`src/rtl/memory_types_pkg.sv`:
```
// Shared memory-port types: request packet, requester IDs and arbiter states.
package memory_types_pkg;

  typedef struct packed {
    logic        we;
    logic [31:0] addr;
    logic [31:0] data;
  } mem_pkt_t;

  typedef enum logic {
    REQ_IMEM = 1'b0,
    REQ_DMEM = 1'b1
  } mem_req_id_t;

  typedef enum logic {
    ARB,
    HOLD
  } arb_state_t;

  function automatic mem_req_id_t other_req(mem_req_id_t id);
    return (id == REQ_IMEM) ? REQ_DMEM : REQ_IMEM;
  endfunction

endpackage

```
`src/rtl/arb_tag_fifo.sv`:
```
// In-order 1-bit tag FIFO recording which requester owns each outstanding request.
module arb_tag_fifo #(
  parameter int unsigned Depth = 4
) (
  input  logic clk_i,
  input  logic rst_ni,
  input  logic push_i,
  input  logic data_i,
  input  logic pop_i,
  output logic full_o,
  output logic empty_o,
  output logic head_o
);

  localparam int unsigned PtrW = (Depth > 1) ? $clog2(Depth) : 1;
  localparam int unsigned CntW = $clog2(Depth) + 1;

  logic [Depth-1:0] mem_q;
  logic [PtrW-1:0]  wr_ptr_q, rd_ptr_q;
  logic [CntW-1:0]  count_q, count_d;
  logic             push_ok, pop_ok;

  assign full_o  = (count_q == CntW'(Depth));
  assign empty_o = (count_q == '0);
  assign head_o  = mem_q[rd_ptr_q];
  assign push_ok = push_i && !full_o;
  assign pop_ok  = pop_i && !empty_o;

  always_comb begin
    count_d = count_q;
    unique case ({push_ok, pop_ok})
      2'b10:   count_d = count_q + CntW'(1);
      2'b01:   count_d = count_q - CntW'(1);
      default: count_d = count_q;
    endcase
  end

  // Depth is a power of two, so the pointers wrap by natural overflow.
  always_ff @(posedge clk_i) begin
    if (!rst_ni) begin
      mem_q    <= '0;
      wr_ptr_q <= '0;
      rd_ptr_q <= '0;
      count_q  <= '0;
    end else begin
      if (push_ok) begin
        mem_q[wr_ptr_q] <= data_i;
        wr_ptr_q        <= wr_ptr_q + PtrW'(1);
      end
      if (pop_ok) begin
        rd_ptr_q <= rd_ptr_q + PtrW'(1);
      end
      count_q <= count_d;
    end
  end

endmodule

```
`src/rtl/mem_arbiter.sv`:
```
// Round-robin imem/dmem arbiter onto one memory port; responses routed back by tag FIFO.
module mem_arbiter
  import memory_types_pkg::*;
#(
  parameter int unsigned MAX_OUTSTANDING = 4
) (
  input  logic     clk,
  input  logic     rst_n,
  input  logic     imem_req_vld,
  output logic     imem_req_rdy,
  input  mem_pkt_t imem_req,
  output logic     imem_rsp_vld,
  input  logic     imem_rsp_rdy,
  output mem_pkt_t imem_rsp,
  input  logic     dmem_req_vld,
  output logic     dmem_req_rdy,
  input  mem_pkt_t dmem_req,
  output logic     dmem_rsp_vld,
  input  logic     dmem_rsp_rdy,
  output mem_pkt_t dmem_rsp,
  output logic     mem_req_vld,
  input  logic     mem_req_rdy,
  output mem_pkt_t mem_req,
  input  logic     mem_rsp_vld,
  output logic     mem_rsp_rdy,
  input  mem_pkt_t mem_rsp,
  output logic     err_unexpected_rsp
);

  arb_state_t  state_q;
  mem_req_id_t prio_q, gnt_q, winner, head_id;
  logic        err_q, has_win, grant_ok, push, pop;
  logic        tag_full, tag_empty, tag_head;

  always_comb begin
    has_win = 1'b0;
    winner  = REQ_IMEM;
    if (state_q == HOLD) begin
      winner  = gnt_q;
      has_win = (gnt_q == REQ_IMEM) ? imem_req_vld : dmem_req_vld;
    end else if (imem_req_vld && dmem_req_vld) begin
      has_win = 1'b1;
      winner  = prio_q;
    end else if (imem_req_vld) begin
      has_win = 1'b1;
      winner  = REQ_IMEM;
    end else if (dmem_req_vld) begin
      has_win = 1'b1;
      winner  = REQ_DMEM;
    end
  end

  // Full blocks the grant on the registered count; a same-cycle pop does not help.
  assign grant_ok     = has_win && !tag_full && rst_n;
  assign mem_req_vld  = grant_ok;
  assign mem_req      = (winner == REQ_DMEM) ? dmem_req : imem_req;
  assign imem_req_rdy = grant_ok && (winner == REQ_IMEM) && mem_req_rdy;
  assign dmem_req_rdy = grant_ok && (winner == REQ_DMEM) && mem_req_rdy;
  assign push         = grant_ok && mem_req_rdy;

  assign head_id      = mem_req_id_t'(tag_head);
  assign imem_rsp_vld = mem_rsp_vld && !tag_empty && rst_n && (head_id == REQ_IMEM);
  assign dmem_rsp_vld = mem_rsp_vld && !tag_empty && rst_n && (head_id == REQ_DMEM);
  assign mem_rsp_rdy  = !tag_empty && rst_n &&
                        ((head_id == REQ_DMEM) ? dmem_rsp_rdy : imem_rsp_rdy);
  assign pop          = mem_rsp_vld && mem_rsp_rdy;
  assign imem_rsp     = mem_rsp;
  assign dmem_rsp     = mem_rsp;

  assign err_unexpected_rsp = err_q;

  always_ff @(posedge clk) begin
    if (!rst_n) begin
      state_q <= ARB;
      prio_q  <= REQ_IMEM;
      gnt_q   <= REQ_IMEM;
      err_q   <= 1'b0;
    end else begin
      if (mem_rsp_vld && tag_empty) begin
        err_q <= 1'b1;
      end
      unique case (state_q)
        ARB: begin
          if (push) begin
            prio_q <= other_req(winner);
          end else if (grant_ok) begin
            state_q <= HOLD;
            gnt_q   <= winner;
          end
        end
        HOLD: begin
          if (push) begin
            prio_q  <= other_req(winner);
            state_q <= ARB;
          end
        end
      endcase
    end
  end

  arb_tag_fifo #(
    .Depth(MAX_OUTSTANDING)
  ) u_tag_fifo (
    .clk_i  (clk),
    .rst_ni (rst_n),
    .push_i (push),
    .data_i (winner == REQ_DMEM),
    .pop_i  (pop),
    .full_o (tag_full),
    .empty_o(tag_empty),
    .head_o (tag_head)
  );

endmodule

```
`config.mk`:
```
export PLATFORM = sky130hd
export DESIGN_NAME = mem_arbiter
export DESIGN_NICKNAME = d
export VERILOG_FILES = /design/src/rtl/memory_types_pkg.sv /design/src/rtl/arb_tag_fifo.sv /design/src/rtl/mem_arbiter.sv
export SDC_FILE = /design/constraint.sdc
export NUM_CORES = 1
export LEC_CHECK = 0
export ABC_AREA = 1
export CELL_PAD_IN_SITES_DETAIL_PLACEMENT = 0
export CELL_PAD_IN_SITES_GLOBAL_PLACEMENT = 1
export CORE_AREA = 2 2 159 161
export CTS_CLUSTER_DIAMETER = 100
export CTS_CLUSTER_SIZE = 12
export DETAILED_ROUTE_END_ITERATION = 8
export DIE_AREA = 0 0 161 163
export GPL_TIMING_DRIVEN = 0
export MAX_ROUTING_LAYER = met4
export PLACE_DENSITY_LB_ADDON = 0.1
export SLEW_MARGIN = 20
export SYNTH_ARGS = -nofsm -noshare
export SYNTH_HDL_FRONTEND = slang
export SYNTH_SLANG_ARGS = --single-unit
```
`constraint.sdc`:
```
create_clock -name clk -period 3 [get_ports clk]
set_clock_uncertainty 0.05 [all_clocks]
set_input_delay 0.45 -clock clk [delete_from_list [all_inputs] [get_ports clk]]
set_output_delay 0.45 -clock clk [all_outputs]
set_load 0.005 [all_outputs]
```
==> flow_metrics.py, run 1 <==
metrics = {
    "global_route": {
        "grt_pass1_wl_um": 22360,
        "grt_max_degree": 11,
        "first_global_vias": 3585,
        "grt.overflow.total": 0,
        "antenna_found_initial": 2,
        "grt_use_total_pct": 11.46,
    },
    "cts": {
        "cts_tree": "yes",
        "clock_sinks": 15,
        "insertion_delay_ns": 0.24,
        "clock_path_buffers": 2,
        "clk_pin_slew_ns": 0.05,
        "cts_buffers": 3,
        "cts.htree.levels": 1,
        "post_cts_buffers": 0,
        "cts-hold-fix-buffers": 0,
        "root_buffer": "clkbuf_16",
    },
    "placed_design": {
        "portBuffers": 338,
        "pre_cts_ws_ns": -0.03465,
        "globalplace.congestion": 0.8386,
        "hpwl_um": 14510,
    },
    "critical_path": {
        "r2r-start": "u_tag_fifo.count_q[2]",
        "rr_worst_depth": 13,
        "critPathKind": "input pin to output pin",
        "cp-end-kind": "output pin",
        "r2r_slack_ns": 0.72,
        "startpoint_type": "input pin",
        "crit_arrival_ns": 2.34,
        "worstPathMaxFanout": 10,
        "rr_endpoint": "u_tag_fifo.count_q[2]",
        "cp_data_required_time_ns": 2.50,
    },
    "detailed_routing": {
        "wirelength_um": 16310,
        "drtIter0Drc": 69,
        "post_drt_wl_per_cell_um": 14.34,
        "drtPass1Iterations": 4,
        "drc_errors": 0,
        "viasPerCell": 3.319,
        "vias": 3774,
        "antenna_left": 0,
    },
    "sta": {
        "final-setup-viol-count": 0,
        "rsz0062_at_grt": "true",
        "timing.final.crit_share_pct": 94.76,
        "fin_crit_ns": 2.843,
        "relSlewSlack_pct": 84.87,
        "fmax_mhz": 351.8,
        "timing.setup.tns_ns": 0,
        "final_max_slew_viol_count": 0,
        "max_slew.worst_pin.slew_ns": 0.2245,
        "hold_ws_ns": 0.4193,
        "finalHoldViolCount": 0,
        "layout_setup_ws_ns": 0.1571,
    },
    "hold_path": {
        "hp-start": "err_unexpected_rsp",
        "hold_end": "err_unexpected_rsp",
        "hold_class": "flip-flop to flip-flop",
        "whs_path_depth": 1,
    },
    "synthesis": {
        "yosysTopAreaCell": "buf_4",
        "synth_cell_types": 24,
        "synth_edf_count": 0,
        "seq_area_frac_synth_pct": 11.20,
        "async_flop_share_pct": 0,
        "yosysWarnings": 0,
        "synth_nets": 672,
        "netlist_area_mm2": 0.002681,
        "yosys-top-cells-area": "buf_4 38%, nand2_1 31%, dfxtp_1 11%, inv_1 2.7%, ha_1 2.3%",
        "synth_top_cell_area_share_pct": 37.80,
        "synth.ff_latch_count": 15,
        "synth_area_per_cell_um2": 5.791,
        "synth_cells": 463,
        "synth_top_flop_cell": "dfxtp_1",
    },
    "floorplanning": {
        "dieArea_mm2": 0.02624,
        "num_rows": 58,
        "start_util_pct": 10.87,
        "fp.dieH_um": 163,
        "ios": 405,
        "coreArea_mm2": 0.02467,
        "die_x_um": 161,
    },
    "finish": {
        "num-nets-final": 1015,
        "layout_common_cells": "338 x clkdlybuf4s50_1, 218 x nand2_1, 135 x buf_4, 19 x inv_1",
        "layout_commonest_cell": "clkdlybuf4s50_1",
        "multiInputGateArea_mm2": 0.001219,
        "n_fill_cell": 2770,
        "seqCellArea_um2": 300.3,
        "final_core_util_pct": 26.64,
        "drive_above_1_share_pct": 19.88,
        "syn_to_final_growth_pct": 145.1,
    },
    "outcome": {
        "status": "finished, final reports clean",
    },
    "job": {
        "drv_cap": 0,
    },
    "power_and_ir_drop": {
        "ir_worst_vdd_mv": 0.1575,
        "power_leakage_uw": 0.003005,
        "power.density_mw_per_mm2": 217.5,
    },
}
## cell usage after synthesis, types with 3 or more instances
library cell and instances:
nand2_1 219, buf_4 135, inv_1 19, dfxtp_1 15, nor2_1 15, nand3_1 11, a21oi_1 10, o21ai_0 7
buf_2 6, ha_1 5, clkbuf_1 3, o21bai_2 3
## per-layer routing
| layer | vias up | track usage, % | share of wire, % |
|---|---|---|---|
| met1 | 1649 | 11.33 | 35 |
| met5 | - | - | 0 |
| li1 | 1954 | - | - |
| met2 | 163 | 23.57 | 58 |
| met4 | 0 | 1.218 | 0.62 |
| met3 | 8 | 2.292 | 6.8 |
## registers in the layout, summed over array words and instances (netlist names), named ones only
signal               count
u_tag_fifo.mem_q         4
u_tag_fifo.count_q       3
prio_q                   1
gnt_q                    1
err_unexpected_rsp       1
u_tag_fifo.rd_ptr_q      2
u_tag_fifo.wr_ptr_q      2
## critical path, stage by stage
cell	delay [ns]
clkdlybuf4s50_1	0.45
nand2_1	0.09
nand3_1	0.08
nand2_2	0.15
buf_4	0.22
buf_4	0.20
nand2_1	0.07
nand2_1	0.07
clkdlybuf4s50_1	0.55
## kinds of logic after synthesis
kind of cell               synth area share [%]
AOI/OAI and AO/OA                         5.880
xor gates and xnor gates                 0.3267
adders and majority gates                 3.080
buffers and inverters                     43.44
DFF                                       11.20
and+or+nand+nor                           36.07
## metrics by stage
| stage | cells | power (uW) | cell area (um2) |
|---|---|---|---|
| after floorplan | 463 | 557.0 | 2681 |
| after global placement | 1131 | 1187 | 6477 |
| after detailed placement | 1131 | 1188 | 6477 |
| after CTS | 1135 | 1460 | 6559 |
| after global routing | 1137 | 1532 | 6573 |
| final | 1137 | 1429 | 6573 |
## layout make-up
type	count	share of cell area (%)
inverters	22	1.333
well taps	330	6.282
flip-flops and latches	15	4.569
repair buffers	338	51.48
plain buffers	146	16.52
clock buffers	4	1.199
multi-input cells	280	18.54
diodes	2	0.07615
## timing repair
| item | CTS | global route |
|---|---|---|
| setup endpoints to repair | 10 | 12 |
| gates resized for setup | 1 | 8 |
| gates cloned | 0 | 0 |
## power by group
group | switching, uW | internal (uW)
clock network | 80.7 | 180
registers | 6.71 | 210
logic | 311 | 641
total | 399 | 1030
## how the worst max path moves through the flow
stage / startpoint / end / slack [ns] / cells past startpoint
after floorplan: rst_n / u_tag_fifo.count_q[2] / 0.94 / 12
after global placement: imem_req_vld / mem_req[39] / -0.04 / 9
after detailed placement: imem_req_vld / mem_req[39] / -0.03 / 9
after CTS: imem_req_vld / mem_req[39] / 0.05 / 9
after global routing: imem_req_vld / mem_req[39] / -0.006 / 9
final: imem_req_vld / mem_req[37] / 0.16 / 9
Note: power is estimated with default switching activity, not from simulation.
==> run 2, diff against run 1 <==
--- a/config.mk
+++ b/config.mk
@@ -5,14 +5,13 @@
 export SDC_FILE = /design/constraint.sdc
 export NUM_CORES = 1
 export LEC_CHECK = 0
-export ABC_AREA = 1
 export CELL_PAD_IN_SITES_DETAIL_PLACEMENT = 0
 export CELL_PAD_IN_SITES_GLOBAL_PLACEMENT = 1
-export CORE_AREA = 2 2 159 161
+export CORE_AREA = 2 2 156 158
 export CTS_CLUSTER_DIAMETER = 100
 export CTS_CLUSTER_SIZE = 12
 export DETAILED_ROUTE_END_ITERATION = 8
-export DIE_AREA = 0 0 161 163
+export DIE_AREA = 0 0 158 160
 export GPL_TIMING_DRIVEN = 0
 export MAX_ROUTING_LAYER = met4
 export PLACE_DENSITY_LB_ADDON = 0.1
==> run 2 against run 1 <==
Final cell count down 15%. Critical path depth down 2. Combinational power shrank 4.7%. Non-clock buffer count fell by 2. Clock power about the same. First-iteration DRC count shrank 43%. Register-to-register slack got worse by 0.44 ns. Clock-buffer cell count decreased by 1. Largest cell class unchanged.
==> flow_metrics.py, run 2 <==
metrics = {
    "synthesis": {
        "yosys-top-cells-area": "buf_4 38%, mux2_2 28%, dfxtp_1 12%, mux2i_1 4.3%, ha_1 2.4%",
        "synth_nets": 501,
        "yosysWarnings": 0,
        "synth.ff_latch_count": 15,
        "synth_cell_types": 29,
        "synth_top_flop_cell": "dfxtp_1",
        "async_flop_share_pct": 0,
        "seq_area_frac_synth_pct": 11.63,
        "synth_cells": 292,
        "netlist_area_mm2": 0.002581,
        "synth_area_per_cell_um2": 8.840,
        "yosysMostFrequentCell": "buf_4",
        "synth_commonest_cells": "131 x buf_4, 65 x mux2_2, 15 x dfxtp_1, 12 x nand2_1, 11 x mux2i_1",
        "synth_edf_count": 0,
        "yosysTopAreaCell": "buf_4",
        "synth_top_cell_area_share_pct": 38.10,
    },
    "finish": {
        "layout_commonest_cell": "clkdlybuf4s50_1",
        "layout_common_cells": "323 x clkdlybuf4s50_1, 135 x buf_4, 65 x mux2_2, 15 x dfxtp_1, 13 x dlymetal6s2s_1",
        "num-nets-final": 849,
        "regMostFlops": "u_tag_fifo.mem_q",
        "largest_reg_flops": 4,
        "fin_area_mm2": 0.006579,
        "final_cells": 965,
        "syn_to_final_growth_pct": 154.9,
        "final_core_util_pct": 27.62,
        "top_regs": "u_tag_fifo.mem_q x4, u_tag_fifo.count_q x3",
        "drive_above_1_share_pct": 33.65,
    },
    "floorplanning": {
        "coreArea_mm2": 0.02382,
        "ios": 405,
        "start_util_pct": 10.84,
        "num_rows": 57,
        "dieArea_mm2": 0.02528,
        "fp.dieH_um": 160,
        "die_x_um": 158,
    },
    "power_and_ir_drop": {
        "switching_share_pct": 23.92,
        "power_leakage_uw": 0.002762,
        "p_sw_uw": 331.4,
        "combPwrFrac_pct": 65.5,
        "ir_worst_vdd_mv": 0.1627,
        "p_clk_share_pct": 18.8,
        "power.density_mw_per_mm2": 210.6,
        "p_int_uw": 1054,
        "pwr-share-seq_pct": 15.8,
        "p_total_uw": 1385,
    },
    "cts": {
        "clock_path_buffers": 2,
        "root_buffer": "clkbuf_16",
        "insertion_delay_ns": 0.24,
        "cts_buffers": 3,
        "cts_tree": "yes",
        "cts-hold-fix-buffers": 0,
        "clk_pin_slew_ns": 0.05,
        "clock_sinks": 15,
        "cts.htree.levels": 1,
    },
    "global_route": {
        "grt.overflow.total": 0,
        "first_global_vias": 3316,
        "grt_pass1_wl_um": 18540,
        "grt_max_degree": 11,
        "antenna_found_initial": 2,
        "grt_use_total_pct": 10.01,
    },
    "critical_path": {
        "startpoint_type": "input pin",
        "crit_arrival_ns": 2.45,
        "critPathKind": "input pin to output pin",
        "cp-end-kind": "output pin",
        "cp_data_required_time_ns": 2.50,
        "worstPathMaxFanout": 10,
    },
    "hold_path": {
        "hold_class": "flip-flop to flip-flop",
    },
    "detailed_routing": {
        "drtIter0Drc": 39,
        "antenna_left": 0,
        "wl_met1_um": 3757,
        "viasPerCell": 3.263,
        "drc_errors": 0,
        "highest_layer": "met4",
        "vias": 3149,
        "wl_met2_um": 7962,
        "drtPass1Iterations": 3,
        "wl_met3_um": 1604,
        "wirelength_um": 13400,
        "post_drt_wl_per_cell_um": 13.89,
    },
    "job": {
        "drv_cap": 0,
    },
    "sta": {
        "relSlewSlack_pct": 54.45,
        "fin_crit_ns": 2.947,
        "rsz0062_at_grt": "true",
        "fmax_mhz": 339.4,
        "timing.final.crit_share_pct": 98.22,
        "timing.setup.tns_ns": 0,
        "final-setup-viol-count": 0,
        "finalHoldViolCount": 0,
        "max_slew.worst_pin.slew_ns": 0.6817,
        "final_max_slew_viol_count": 0,
    },
    "placed_design": {
        "hpwl_um": 12180,
        "place_inst": 954,
        "portBuffers": 338,
        "placed_area_mm2": 0.006370,
        "globalplace.congestion": 0.7111,
    },
    "outcome": {
        "status": "finished, final reports clean",
    },
}
## run 2: layout make-up
class	instances	area [um2]
antenna	2	5.005
buffer	139	1070
clock buffer	3	75.07
clock inverter	1	5.005
fill	2564	17240
inverter	8	30.03
multi-input combinational	130	1234
sequential	15	300.3
tap	324	405.4
timing repair buffer	343	3455
## run 2: kinds of logic after synthesis
kind of cell	after synthesis	share of synthesized area [%]
xor gates and xnor gates	3	1.018
muxes	77	33.49
DFF	15	11.63
and+or+nand+nor	35	6.980
AOI/OAI and AO/OA	9	2.908
adders and majority gates	6	3.199
buffers and inverters	147	40.77
## run 2: worst paths after layout
kind / slack [ns] / start / depth (start not counted) / endpoint
worst max-delay path: 0.05 / imem_req_vld / 7 / mem_req[46]
worst min-delay path: 0.41 / u_tag_fifo.mem_q[3] / 2 / u_tag_fifo.mem_q[3]
worst max register to register: 0.28 / u_tag_fifo.rd_ptr_q[0] / 9 / u_tag_fifo.count_q[2]
worst min register to register: 0.41 / u_tag_fifo.mem_q[3] / 2 / u_tag_fifo.mem_q[3]
## run 2: critical path, cell delays in order
cell	delay, ns
clkdlybuf4s50_1	0.53
nand2b_1	0.10
a22oi_2	0.19
buf_4	0.18
buf_6	0.16
mux2_2	0.34
clkdlybuf4s50_1	0.49
## run 2: power groups by stage
stage	registers [uW]	logic, uW	clock network [uW]
floorplan	220	325	0
global placement	222	910	0
detailed placement	222	909	0
CTS	218	927	270
global route	220	970	281
finish	219	907	260
## run 2: layer usage
| metal | up-vias | global-route usage, % |
|---|---|---|
| met5 | - | - |
| met4 | 0 | 1.188 |
| met3 | 4 | 4.098 |
| met2 | 194 | 21.13 |
| met1 | 1417 | 7.880 |
| li1 | 1534 | - |
## run 2: what timing repair did
action | in CTS | in global routing
endpoints found under the setup margin | 68 | 52
pin swaps | 2 | 1
gates cloned | 0 | 0
gates resized for setup | 12 | 20
setup buffers | 5 | 0
## run 2: per-stage QoR
step / setup slack, ns / hold WS, ns
after detailed placement: -0.7466 / 0.4076
final: 0.05340 / 0.4146
after global placement: -0.6616 / 0.4041
after global routing: -0.03506 / 0.4470
after CTS: 0.005703 / 0.4207
after floorplan: 0.4860 / 0.3853
